[config.mk]
export PLATFORM = sky130hd
export DESIGN_NAME = ili_spi_tx_flat
export DESIGN_NICKNAME = d
export VERILOG_FILES = /design/src/rtl/ili_spi_tx_pkg.sv /design/src/rtl/ili_spi_tx_if.sv /design/src/rtl/ili_spi_tx_clk_div.sv /design/src/rtl/ili_spi_tx.sv /design/src/flat_wrapper.sv
export SDC_FILE = /design/constraint.sdc
export NUM_CORES = 1
export LEC_CHECK = 0
export CAP_MARGIN = 20
export CORE_MARGIN = 2
export CORE_UTILIZATION = 40
export CTS_CLUSTER_DIAMETER = 150
export DETAILED_ROUTE_END_ITERATION = 7
export GPL_ROUTABILITY_DRIVEN = 0
export GPL_TIMING_DRIVEN = 1
export PLACE_DENSITY = 0.58
export REMOVE_ABC_BUFFERS = 1
export SETUP_SLACK_MARGIN = 0.05
export SYNTH_ARGS = -nofsm -noshare
export SYNTH_HDL_FRONTEND = slang
export SYNTH_HIERARCHICAL = 1
export SYNTH_SLANG_ARGS = --single-unit
[constraint.sdc]
create_clock -name clk -period 6.6 [get_ports clk]
set_clock_uncertainty 0.2 [all_clocks]
set_input_delay 0.66 -clock clk [delete_from_list [all_inputs] [get_ports clk]]
set_output_delay 0.66 -clock clk [all_outputs]
set_load 0.02 [all_outputs]
[src/rtl/ili_spi_tx_pkg.sv]
// Shared types and constants for the ILI9341 SPI transmitter.
// Pin levels, FSM state encoding and default clock divider.
package ili_spi_tx_pkg;

    localparam logic HIGH = 1'b1;
    localparam logic LOW  = 1'b0;
    localparam logic ON   = 1'b1;
    localparam logic OFF  = 1'b0;

    localparam logic [7:0] NO_DATA = 8'h00;

    localparam int SPI_CLK_DIV = 4;

    typedef enum logic [1:0] {
        SPI_IDLE,
        SPI_SHIFT,
        SPI_DONE
    } spi_state_t;

endpackage

[src/rtl/ili_spi_tx_if.sv]
// Upstream request/response bundle between the init/command
// controller (master) and the SPI transmitter (slave).
interface ili_spi_tx_if #(
    parameter int DW = 8
);
    logic          send;
    logic [DW-1:0] data;
    logic          dc;
    logic          cs;
    logic          reset;
    logic          sent;
    logic          busy;

    modport master (
        output send, data, dc, cs, reset,
        input  sent, busy
    );

    modport slave (
        input  send, data, dc, cs, reset,
        output sent, busy
    );
endinterface

[src/rtl/ili_spi_tx_clk_div.sv]
// Half-period tick generator for SCK: a down-counter that
// reloads on start and ticks once every CLK_DIV enabled cycles.
module ili_spi_clk_div #(
    parameter int CLK_DIV = 4
) (
    input  logic clk,
    input  logic rst,
    input  logic start_i,
    input  logic en_i,
    output logic tick_o
);
    localparam int CW = $clog2(CLK_DIV + 1);
    localparam logic [CW-1:0] RELOAD = CW'(CLK_DIV - 1);

    logic [CW-1:0] div_cnt_q;

    assign tick_o = en_i && (div_cnt_q == '0);

    // Count down while enabled, reload on start and on every tick.
    always_ff @(posedge clk or posedge rst) begin
        if (rst) begin
            div_cnt_q <= '0;
        end else if (start_i) begin
            div_cnt_q <= RELOAD;
        end else if (en_i) begin
            if (div_cnt_q == '0) begin
                div_cnt_q <= RELOAD;
            end else begin
                div_cnt_q <= div_cnt_q - CW'(1);
            end
        end
    end
endmodule

[src/rtl/ili_spi_tx.sv]
// SPI mode-0, MSB-first word transmitter driving the ILI9341 pins.
// One word per send request; sent pulses once per completed word.
module ili_spi_tx
    import ili_spi_tx_pkg::*;
#(
    parameter int DW      = 8,
    parameter int CLK_DIV = SPI_CLK_DIV
) (
    input  logic         clk,
    input  logic         rst,
    ili_spi_tx_if.slave  bus,
    output logic         lcd_sck,
    output logic         lcd_mosi,
    output logic         lcd_dc,
    output logic         lcd_cs,
    output logic         lcd_rst
);
    localparam int HW = $clog2(2 * DW + 1);
    localparam logic [HW-1:0] LAST_HALF = HW'(2 * DW - 1);

    spi_state_t    state_q;
    logic [DW-1:0] shreg_q;
    logic [DW-1:0] shreg_d;
    logic [HW-1:0] half_cnt_q;
    logic          armed_q;
    logic          sck_q;
    logic          mosi_q;
    logic          dc_q;
    logic          cs_q;
    logic          rst_q;
    logic          sent_q;
    logic          busy_q;
    logic          start;
    logic          tick;

    assign start   = (state_q == SPI_IDLE) && bus.send && armed_q;
    assign shreg_d = shreg_q << 1;

    ili_spi_clk_div #(
        .CLK_DIV (CLK_DIV)
    ) u_clk_div (
        .clk     (clk),
        .rst     (rst),
        .start_i (start),
        .en_i    (state_q == SPI_SHIFT),
        .tick_o  (tick)
    );

    // Transaction FSM, shifter and registered panel-side outputs.
    always_ff @(posedge clk or posedge rst) begin
        if (rst) begin
            state_q    <= SPI_IDLE;
            shreg_q    <= NO_DATA[DW-1:0];
            half_cnt_q <= '0;
            armed_q    <= HIGH;
            sck_q      <= LOW;
            mosi_q     <= LOW;
            dc_q       <= HIGH;
            cs_q       <= HIGH;
            sent_q     <= LOW;
            busy_q     <= LOW;
        end else begin
            sent_q <= LOW;
            if (!bus.send) begin
                armed_q <= HIGH;
            end
            unique case (state_q)
                SPI_IDLE: begin
                    if (start) begin
                        shreg_q    <= bus.data;
                        dc_q       <= bus.dc;
                        armed_q    <= LOW;
                        mosi_q     <= bus.data[DW-1];
                        sck_q      <= LOW;
                        half_cnt_q <= '0;
                        busy_q     <= HIGH;
                        cs_q       <= LOW;
                        state_q    <= SPI_SHIFT;
                    end else begin
                        cs_q <= bus.cs;
                    end
                end
                SPI_SHIFT: begin
                    cs_q <= LOW;
                    if (tick) begin
                        sck_q      <= ~sck_q;
                        half_cnt_q <= half_cnt_q + HW'(1);
                        if (sck_q) begin
                            // Falling edge: advance to the next bit,
                            // except after the last bit, which stays.
                            if (half_cnt_q == LAST_HALF) begin
                                sent_q  <= HIGH;
                                state_q <= SPI_DONE;
                            end else begin
                                shreg_q <= shreg_d;
                                mosi_q  <= shreg_d[DW-1];
                            end
                        end
                    end
                end
                SPI_DONE: begin
                    sck_q   <= LOW;
                    busy_q  <= LOW;
                    cs_q    <= bus.cs;
                    state_q <= SPI_IDLE;
                end
                default: begin
                    state_q <= SPI_IDLE;
                end
            endcase
        end
    end

    // Panel reset follows the upstream request one cycle later.
    always_ff @(posedge clk or posedge rst) begin
        if (rst) begin
            rst_q <= HIGH;
        end else begin
            rst_q <= bus.reset;
        end
    end

    assign lcd_sck  = sck_q;
    assign lcd_mosi = mosi_q;
    assign lcd_dc   = dc_q;
    assign lcd_cs   = cs_q;
    assign lcd_rst  = rst_q;
    assign bus.sent = sent_q;
    assign bus.busy = busy_q;
endmodule
[src/flat_wrapper.sv]
// flat-port wrapper written by rule: the top's interface ports become plain ports
module ili_spi_tx_flat import ili_spi_tx_pkg::*;
#(
    parameter int DW      = 8,
    parameter int CLK_DIV = SPI_CLK_DIV
)
  (clk, rst, lcd_sck, lcd_mosi, lcd_dc, lcd_cs, lcd_rst, bus_send, bus_data, bus_dc, bus_cs, bus_reset, bus_sent, bus_busy);
  ili_spi_tx_if #(.DW(DW)) bus_i ();
  input  logic clk;
  input  logic rst;
  output logic lcd_sck;
  output logic lcd_mosi;
  output logic lcd_dc;
  output logic lcd_cs;
  output logic lcd_rst;
  input wire logic [$bits(bus_i.send)-1:0] bus_send;
  input wire logic [$bits(bus_i.data)-1:0] bus_data;
  input wire logic [$bits(bus_i.dc)-1:0] bus_dc;
  input wire logic [$bits(bus_i.cs)-1:0] bus_cs;
  input wire logic [$bits(bus_i.reset)-1:0] bus_reset;
  output wire logic [$bits(bus_i.sent)-1:0] bus_sent;
  output wire logic [$bits(bus_i.busy)-1:0] bus_busy;
  assign bus_i.send = bus_send;
  assign bus_i.data = bus_data;
  assign bus_i.dc = bus_dc;
  assign bus_i.cs = bus_cs;
  assign bus_i.reset = bus_reset;
  assign bus_sent = bus_i.sent;
  assign bus_busy = bus_i.busy;
  ili_spi_tx #(.DW(DW), .CLK_DIV(CLK_DIV)) u_core (.clk(clk), .rst(rst), .bus(bus_i), .lcd_sck(lcd_sck), .lcd_mosi(lcd_mosi), .lcd_dc(lcd_dc), .lcd_cs(lcd_cs), .lcd_rst(lcd_rst));
endmodule
---- After elaboration in Yosys (flattened, before gate mapping) ----
Cells that the tools add are included.
Widths: inputs -> output; s select.
cells by class
  $add $sub $neg .......................... 2
  equal/unequal tests ..................... 8
  multiplexer cells ....................... 35
  bitwise operators ....................... 1
  reductions and logical operators ........ 15
operator list
  cell                 count
  $mux 7               4
  $mux 1               15
  $pmux 7 s2           1
  $mux 5               2
  $pmux 5 s2           1
  $mux 3               3
  $mux 2               4
  $ne 2x1->1 const B   4
  $pmux 1 s3           2
  $reduce_and 3->1     2
  $reduce_bool 2->1    3
  $add 5x1->5 const B  1
  $eq 5x4->1 const B   1
  $reduce_and 5->1     1
  $pmux 1 s2           2
  $pmux 2 s2           1
  $reduce_and 2->1     2
  $reduce_and 4->1     1
  $logic_and 1x1->1    3
  $logic_not 3->1      1
  $reduce_bool 3->1    1
  $sub 3x1->3 const B  1
  $eq 2x1->1 const B   1
  $eq 2x2->1 const B   1
  other kinds (3)      3
storage, ports and cells
  flip-flop bits (word level) ............. 25
  input bits .............................. 14

---- Depth between registers and ports, before layout ----
Gate-level depths: netlist (run 1).
  depth after elaboration ................. 5
  mapped depth ............................ 7
  depth with buffers taken out ............ 7

---- Hierarchy ----
The synthesis (run 1) kept the hierarchy.
modules (own cells, without submodules)
  module           times used  cells each  area an instance (um^2)  sequential area each (um^2)
  ili_spi_tx       1           99          1163.6                   555.5
  ili_spi_clk_div  1           20          186.4                    75.1

---- Worst setup path after synthesis (run 1) ----
OpenSTA, ideal clock, no wires.
  kind .................................... reg2reg
  start point ............................. reg u_core.half_cnt_q[0]
  end point ............................... reg u_core.mosi_q (netlist: u_core/lcd_mosi)
  arrival ................................. 1884 ps
  slack ................................... 4391 ps
  cell stages (with the launch flop) ...... 7
  path buffers ............................ 0
  clock period less this slack ............ 2209 ps
  cell sequence ........................... dfrtp_1 > ha_1 > and3_1 > ha_1 > nand2b_1 > a211oi_4 > mux2_2
on the way
  longest elaborated chain between the ends .. 3
ends and longest elaborated chain
  element                            RTL line          text
  from (decl)                        ili_spi_tx.sv:24  logic [HW-1:0] half_cnt_q;
  from (signal assigned)             ili_spi_tx.sv:87  half_cnt_q <= half_cnt_q + HW'(1);
  $eq 5x4->1                         ili_spi_tx.sv:91  if (half_cnt_q == LAST_HALF) begin
  $ne 2x2->1 (no source line)        -
  $reduce_and 5->1 (no source line)  -
  to (signal assigned)               ili_spi_tx.sv:73  mosi_q <= bus.data[DW-1];
  to (signal assigned)               ili_spi_tx.sv:96  mosi_q <= shreg_d[DW-1];
  to (decl)                          ili_spi_tx.sv:27  logic mosi_q;
Every way passes these cells.
A chain may end at the register's enable or synchronous reset.

---- Worst setup path in the final report (run 1) ----
  start point ............................. reg u_core.state_q[1]
  end point ............................... reg u_core.shreg_q[2]
on the way
  elaborated cells on any way between the ends .. 12
RTL lines
  element                            RTL line                  text
  from (decl)                        ili_spi_tx.sv:21          spi_state_t state_q;
  from (signal assigned)             ili_spi_tx.sv:52          state_q <= SPI_IDLE;
  from (signal assigned)             ili_spi_tx.sv:78          state_q <= SPI_SHIFT;
  from (signal assigned)             ili_spi_tx.sv:93          state_q <= SPI_DONE;
  $eq 2x1->1                         ili_spi_tx.sv:45          .en_i (state_q == SPI_SHIFT),
  $logic_and 1x1->1                  ili_spi_tx_clk_div.sv:17  assign tick_o = en_i && (div_cnt_q == '0);
  via u_core.tick                    ili_spi_tx.sv:34          logic tick;
  $ne 2x1->1 (no source line)        -
  $reduce_and 5->1 (no source line)  -
  to (signal assigned)               ili_spi_tx.sv:53          shreg_q <= NO_DATA[DW-1:0];
  to (signal assigned)               ili_spi_tx.sv:70          shreg_q <= bus.data;
  to (signal assigned)               ili_spi_tx.sv:95          shreg_q <= shreg_d;
  to (decl)                          ili_spi_tx.sv:22          logic [DW-1:0] shreg_q;
The timed path passes the listed nets, and every way through them passes these cells.

==> reports/results.ini, run 1 <==
[run_status]
outcome=finished clean

[timing]
finalHoldViolations=0
tightest_slew_ns=0.925
drv_slew=0
min_period_ns=3.02
rsz0062_at_grt=false
max_freq_ghz=0.331
period_share_pct=45.7
tns_ns=0
setup_violations=0
slew_headroom_pct=38.3

[synth]
syn_area_um2=1350
yosys_warnings=6
yosysSeqAreaShare_pct=46.7
avgSynthCellArea_um2=11.3
synthCells=119
ys_types=33
ys_seq_elements=25

[place]
placedInstanceArea_um2=1590
hpwl_um=1790
portBuffers=20

[clock_network]
cts_buffers=3
cts_tree=done
cts.path.max_buffers=2
htreeDepth=1
cts_resized=0
cts_hold_buf=0
root_buffer=clkbuf_4
post_cts_buffers=0
insertion_delay_ns=0.32
path_clk_slew_ns=0.14
clock_sinks=25

[setup_path]
cp.required_ns=6.62
startpoint_type=register
rr_worst_depth=6
rr_startpoint=u_core/state_q[1]
crit_arrival_ns=3.04
rr_endpoint=u_core/shreg_q[2]
rrSetupSlack_ns=3.58
crit_fanout=23
worstSetupEndpointType=register
critPathKind=register to register

[grt]
track_usage_pct=13.7
grt-ovfl-total=0
grt_max_degree=24
antenna_found_initial=0
grt_pass1_vias=823
grt_pass1_wl_um=3770

[power_and_ir_drop]
powerDensity_nw_per_um2=348
p_leak_nw=0.692
peakVddDrop_mv=0.146

[routing]
drc_errors=0
drt_iter0_drc=53
wl_per_cell_um=12.9
dr.pass1.iters=4
ant_nets=0
wl_um=2400
vias=946
viasPerCell=5.09

[layout]
antennaDiodeCount=0
drive_gt1_share_pct=20.7
layout.nets=165
fill_cells=315
area_growth_pct=19.6
ff_latch_area_um2=631
fin_util_pct=49.1
design_area_um2=1610
multiInputGateArea_um2=646

[die]
die_x_um=62.1
fp.dieH_um=62.1
io_pins=21
start_util_pct=41.1
dieArea_um2=3860
core_um2=3280
core.rowCount=21

[hold_path]
hp-class=input pin to asynchronous set/reset pin

[run]
maxCapViolCount=0

[state kept, by name, indices dropped and copies added, names as in the netlist, 2 cells and up]
register,cells
u_core/shreg_q,7
u_core/state_q,2
u_core/half_cnt_q,5
u_core/u_clk_div/div_cnt_q,3
[cell usage after synthesis]
library cell / n / area, µm²
dfrtp_1: 21 / 526
mux2_2: 16 / 180
inv_1: 14 / 52.6
ha_1: 10 / 125
o21ai_0: 6 / 30.0
dfstp_2: 4 / 105
nand2_1: 4 / 15.0
nand3_1: 4 / 20.0
a21oi_1: 3 / 15.0
a31oi_1: 3 / 18.8
nand2b_1: 3 / 18.8
nor2_1: 3 / 11.3
or4_1: 3 / 22.5
buf_2: 2 / 10.0
nor3_1: 2 / 10.0
o211ai_1: 2 / 15.0
o2bb2ai_1: 2 / 17.5
o31ai_1: 2 / 15.0
a211oi_4: 1 / 20.0
a21bo_2: 1 / 10.0
a21boi_2: 1 / 11.3
a22o_1: 1 / 8.76
a2bb2oi_1: 1 / 8.76
and2_2: 1 / 7.51
and2b_1: 1 / 7.51
and3_1: 1 / 6.26
buf_6: 1 / 11.3
mux2i_1: 1 / 10.0
mux2i_2: 1 / 13.8
nand3b_1: 1 / 7.51
nor2b_1: 1 / 6.26
o21a_1: 1 / 7.51
o22ai_1: 1 / 6.26
[logic make-up after synthesis]
group | synth area share [%]
buffers and inverters | 5.47
adders and majority gates | 9.27
and+or+nand+nor | 9.82
AOI/OAI and AO/OA | 13.6
DFF | 46.7
muxes | 15.1
[area by class of cell]
cell class                      instances  share of cell area (%)
Multi-Input combinational cell         77                    40.0
Sequential cell                        25                    39.1
Timing Repair Buffer                   20                    12.4
Tap cell                               46                    3.57
Inverter                               14                    3.26
Clock buffer                            3                    1.40
Clock inverter                          1                   0.310
[per-layer routing]
| metal | up-vias | wire [µm] | track usage [%] |
|---|---|---|---|
| met5 | - | 0 | 0 |
| met4 | 0 | 17 | 5.47 |
| met3 | 2 | 76 | 2.48 |
| met2 | 14 | 1160 | 21.0 |
| met1 | 466 | 1150 | 19.0 |
| li1 | 464 | - | - |
[through the flow]
step,cells,power (mW),hold slack (ns),setup slack [ns]
detailed placement,182,0.502,0.285,3.54
global placement,182,0.494,0.277,3.64
finish,186,0.562,0.306,3.58
global route,186,0.611,0.304,3.39
floorplan,116,0.431,0.214,3.95
CTS,186,0.572,0.295,3.52
[layout by cell type (no fill, tap or decap), types with 4 or more instances in the layout]
master and instances:
dfstp_2 4, o21ai_0 6, ha_1 10, dfrtp_1 21, nand3_1 4, inv_1 14, nand2_1 4, mux2_2 16
clkdlybuf4s50_1 20
[critical path, stage by stage (launching register included)]
cell	delay, ns
dfrtp_1	0.42
inv_1	0.12
ha_1	0.78
and2_2	0.39
mux2i_2	0.15
a211oi_4	0.48
mux2_2	0.39
[power breakdown]
group          internal, mW  switching, mW  total (mW)  leakage, nW
sequential            0.207         0.0299       0.236        0.299
combinational         0.129          0.129       0.258        0.375
clock                0.0227         0.0451      0.0677       0.0177
[worst max path at each step]
stage                      startpoint                 to  slack, ns  cells past startpoint
floorplan           u_core/state_q[1]    u_core/lcd_mosi       3.95                      6
global placement    u_core/state_q[1]  u_core/shreg_q[2]       3.64                      6
detailed placement  u_core/state_q[1]  u_core/shreg_q[2]       3.54                      6
CTS                 u_core/state_q[1]  u_core/shreg_q[2]       3.52                      6
global route        u_core/state_q[1]  u_core/shreg_q[4]       3.39                      6
finish              u_core/state_q[1]  u_core/shreg_q[2]       3.58                      6
Power figures use the tool's default switching activity.
==> inputs of run 2 (changes only) <==
PLACE_DENSITY = 0.61   (was 0.58)
clock period = 2.5 ns   (was 6.6 ns; I/O delays follow)
==> run 2 against run 1 <==
  * Total power grew to 2.7 times the previous value
  * Non-clock buffer count grew 5
  * Combinational power grew to 2.8 times the previous value
  * Global-route usage grew 0.74 points
  * Clock power grew to 2.6 times the previous value
  * Critical endpoint is now u_core/lcd_mosi
  * Largest cell class unchanged
  * Largest power group unchanged
==> reports/results.ini, run 2 (same netlist as run 1, synthesis figures left out) <==
[layout]
fill_cells=317  ; +0.63%
top_regs=u_core/shreg_q x7, u_core/half_cnt_q x5, u_core/u_clk_div/div_cnt_q x3
fin_util_pct=50.7  ; +1.6 points
ff_latch_area_um2=631  ; unchanged
final_common_cell=dfrtp_1
final_cell_mix=dfrtp_1, clkdlybuf4s50_1, mux2_2
multiInputGateArea_um2=646  ; unchanged
layout.nets=170  ; +3.0%
largest_register_ffs=7  ; unchanged
top_register=u_core/shreg_q
drive_gt1_share_pct=22.1  ; +1.4 points
area_growth_pct=23.4
antennaDiodeCount=0  ; unchanged

[routing]
dr.pass1.iters=4  ; unchanged
ant_nets=0  ; unchanged
wl_per_cell_um=12.7  ; -1.4%
drc_errors=0  ; unchanged
vias=955  ; +0.95%
viasPerCell=5.00  ; -1.7%
drt_iter0_drc=17  ; -68%
wl_um=2430  ; +1.3%

[setup_path]
worstSetupEndpointType=register
crit_arrival_ns=2.29  ; -0.75 ns
critPathKind=register to register
cp.required_ns=2.50  ; -4.12 ns
crit_fanout=8  ; -65%
startpoint_type=register

[die]
io_pins=21  ; unchanged
dieArea_um2=3860  ; unchanged
core_um2=3280  ; unchanged
core.rowCount=21  ; unchanged
fp.dieH_um=62.1  ; unchanged
start_util_pct=41.1  ; unchanged
die_x_um=62.1  ; unchanged

[grt]
grt_max_degree=14  ; -42%
grt_pass1_wl_um=4110  ; +8.8%
grt_pass1_vias=1004  ; +22%
antenna_found_initial=0  ; unchanged
track_usage_pct=14.4  ; +0.74 points
grt-ovfl-total=0  ; unchanged

[power_and_ir_drop]
powerDensity_nw_per_um2=923  ; +160%
peakVddDrop_mv=0.398  ; +170%
power.total_mw=1.54  ; +170%
p_leak_nw=0.716  ; +3.5%

[timing]
slew_headroom_pct=63.9  ; +26 points
max_freq_ghz=0.436  ; +32%
period_share_pct=91.8  ; +46 points
finalHoldViolations=0  ; unchanged
setup_violations=0  ; unchanged
min_period_ns=2.29  ; -0.724 ns
tightest_slew_ns=0.538  ; -0.388 ns
drv_slew=0  ; unchanged
rsz0062_at_grt=false

[run_status]
outcome=finished clean

[run]
maxCapViolCount=0  ; unchanged

[place]
hpwl_um=1900  ; +6.2%
portBuffers=20  ; unchanged

[clock_network]
cts_tree=done
cts_buffers=3  ; unchanged
clock_sinks=25  ; unchanged
path_clk_slew_ns=0.14  ; about the same
insertion_delay_ns=0.31  ; about the same
root_buffer=clkbuf_4
cts.path.max_buffers=2  ; unchanged
htreeDepth=1  ; unchanged

[hold_path]
hp-class=input pin to register

==> run 2: cell count changes in the layout (fill, tap and decap cells not counted) <==
cell	delta
clkinv_2	-1
buf_4	+3
clkbuf_1	+1
buf_12	+1
dlygate4sd3_1	+1
==> run 2: report_power, final <==
| part | internal [mW] | switching, mW | leakage [nW] |
|---|---|---|---|
| Combinational | 0.381 | 0.354 | 0.402 |
| Sequential | 0.545 | 0.0806 | 0.299 |
| Clock | 0.0622 | 0.115 | 0.0150 |
| Total | 0.988 | 0.549 | 0.716 |
==> run 2: metrics by stage <==
stage	cells	cell area [µm²]	hold slack (ns)	TNS (ns)	worst slack [ns]
after global routing	191	1670	0.113	0	0.122
after CTS	190	1650	0.129	0	0.105
after floorplan	116	1330	-0.196	-1.06	-0.152
final	191	1670	0.145	0	0.205
after detailed placement	185	1610	0.256	0	0.137
after global placement	185	1610	0.254	0	0.196
==> run 2: worst max-delay path: stages, from the launching register on <==
cell and delay, ns:
dfrtp_1 0.43, ha_1 0.23, and3_1 0.19, ha_1 0.18
nand2b_1 0.18, a211oi_4 0.28, buf_12 0.15, mux2_2 0.33
==> run 2: metal layers <==
layer	GRT usage (%)	vias up	share of wire [%]
li1	-	472	-
met1	18.3	472	47
met2	24.6	7	50
met3	2.48	4	2.0
met4	5.17	0	0.99
met5	0	-	0
==> run 2: final cells by class <==
class / count / area share (%)
inverter: 14 / 3.16
sequential: 25 / 37.9
tap: 46 / 3.46
clock buffer: 4 / 1.58
timing repair buffer: 25 / 15.2
multi-input combinational: 77 / 38.8
==> run 2: final timing paths <==
kind / from / to / slack, ns / cells after the start
worst min-delay path: bus_reset / u_core/lcd_rst / 0.15 / 1
worst min register to register: u_core/u_clk_div/div_cnt_q[0] / u_core/u_clk_div/div_cnt_q[0] / 0.30 / 1
worst max register to register: u_core/half_cnt_q[0] / u_core/lcd_mosi / 0.21 / 7
worst max-delay path: u_core/half_cnt_q[0] / u_core/lcd_mosi / 0.21 / 7
max in group asynchronous: rst / u_core/armed_q / 0.90 / 4
min in group asynchronous: rst / u_core/u_clk_div/div_cnt_q[1] / 0.48 / 3
==> run 2: timing repair <==
| item | CTS | global route |
|---|---|---|
| endpoints found under the setup margin | 0 | 7 |
| resized for setup | 0 | 0 |
| hold endpoints to repair | 3 | 0 |
| setup buffers | 0 | 1 |
| hold buffers | 1 | 0 |
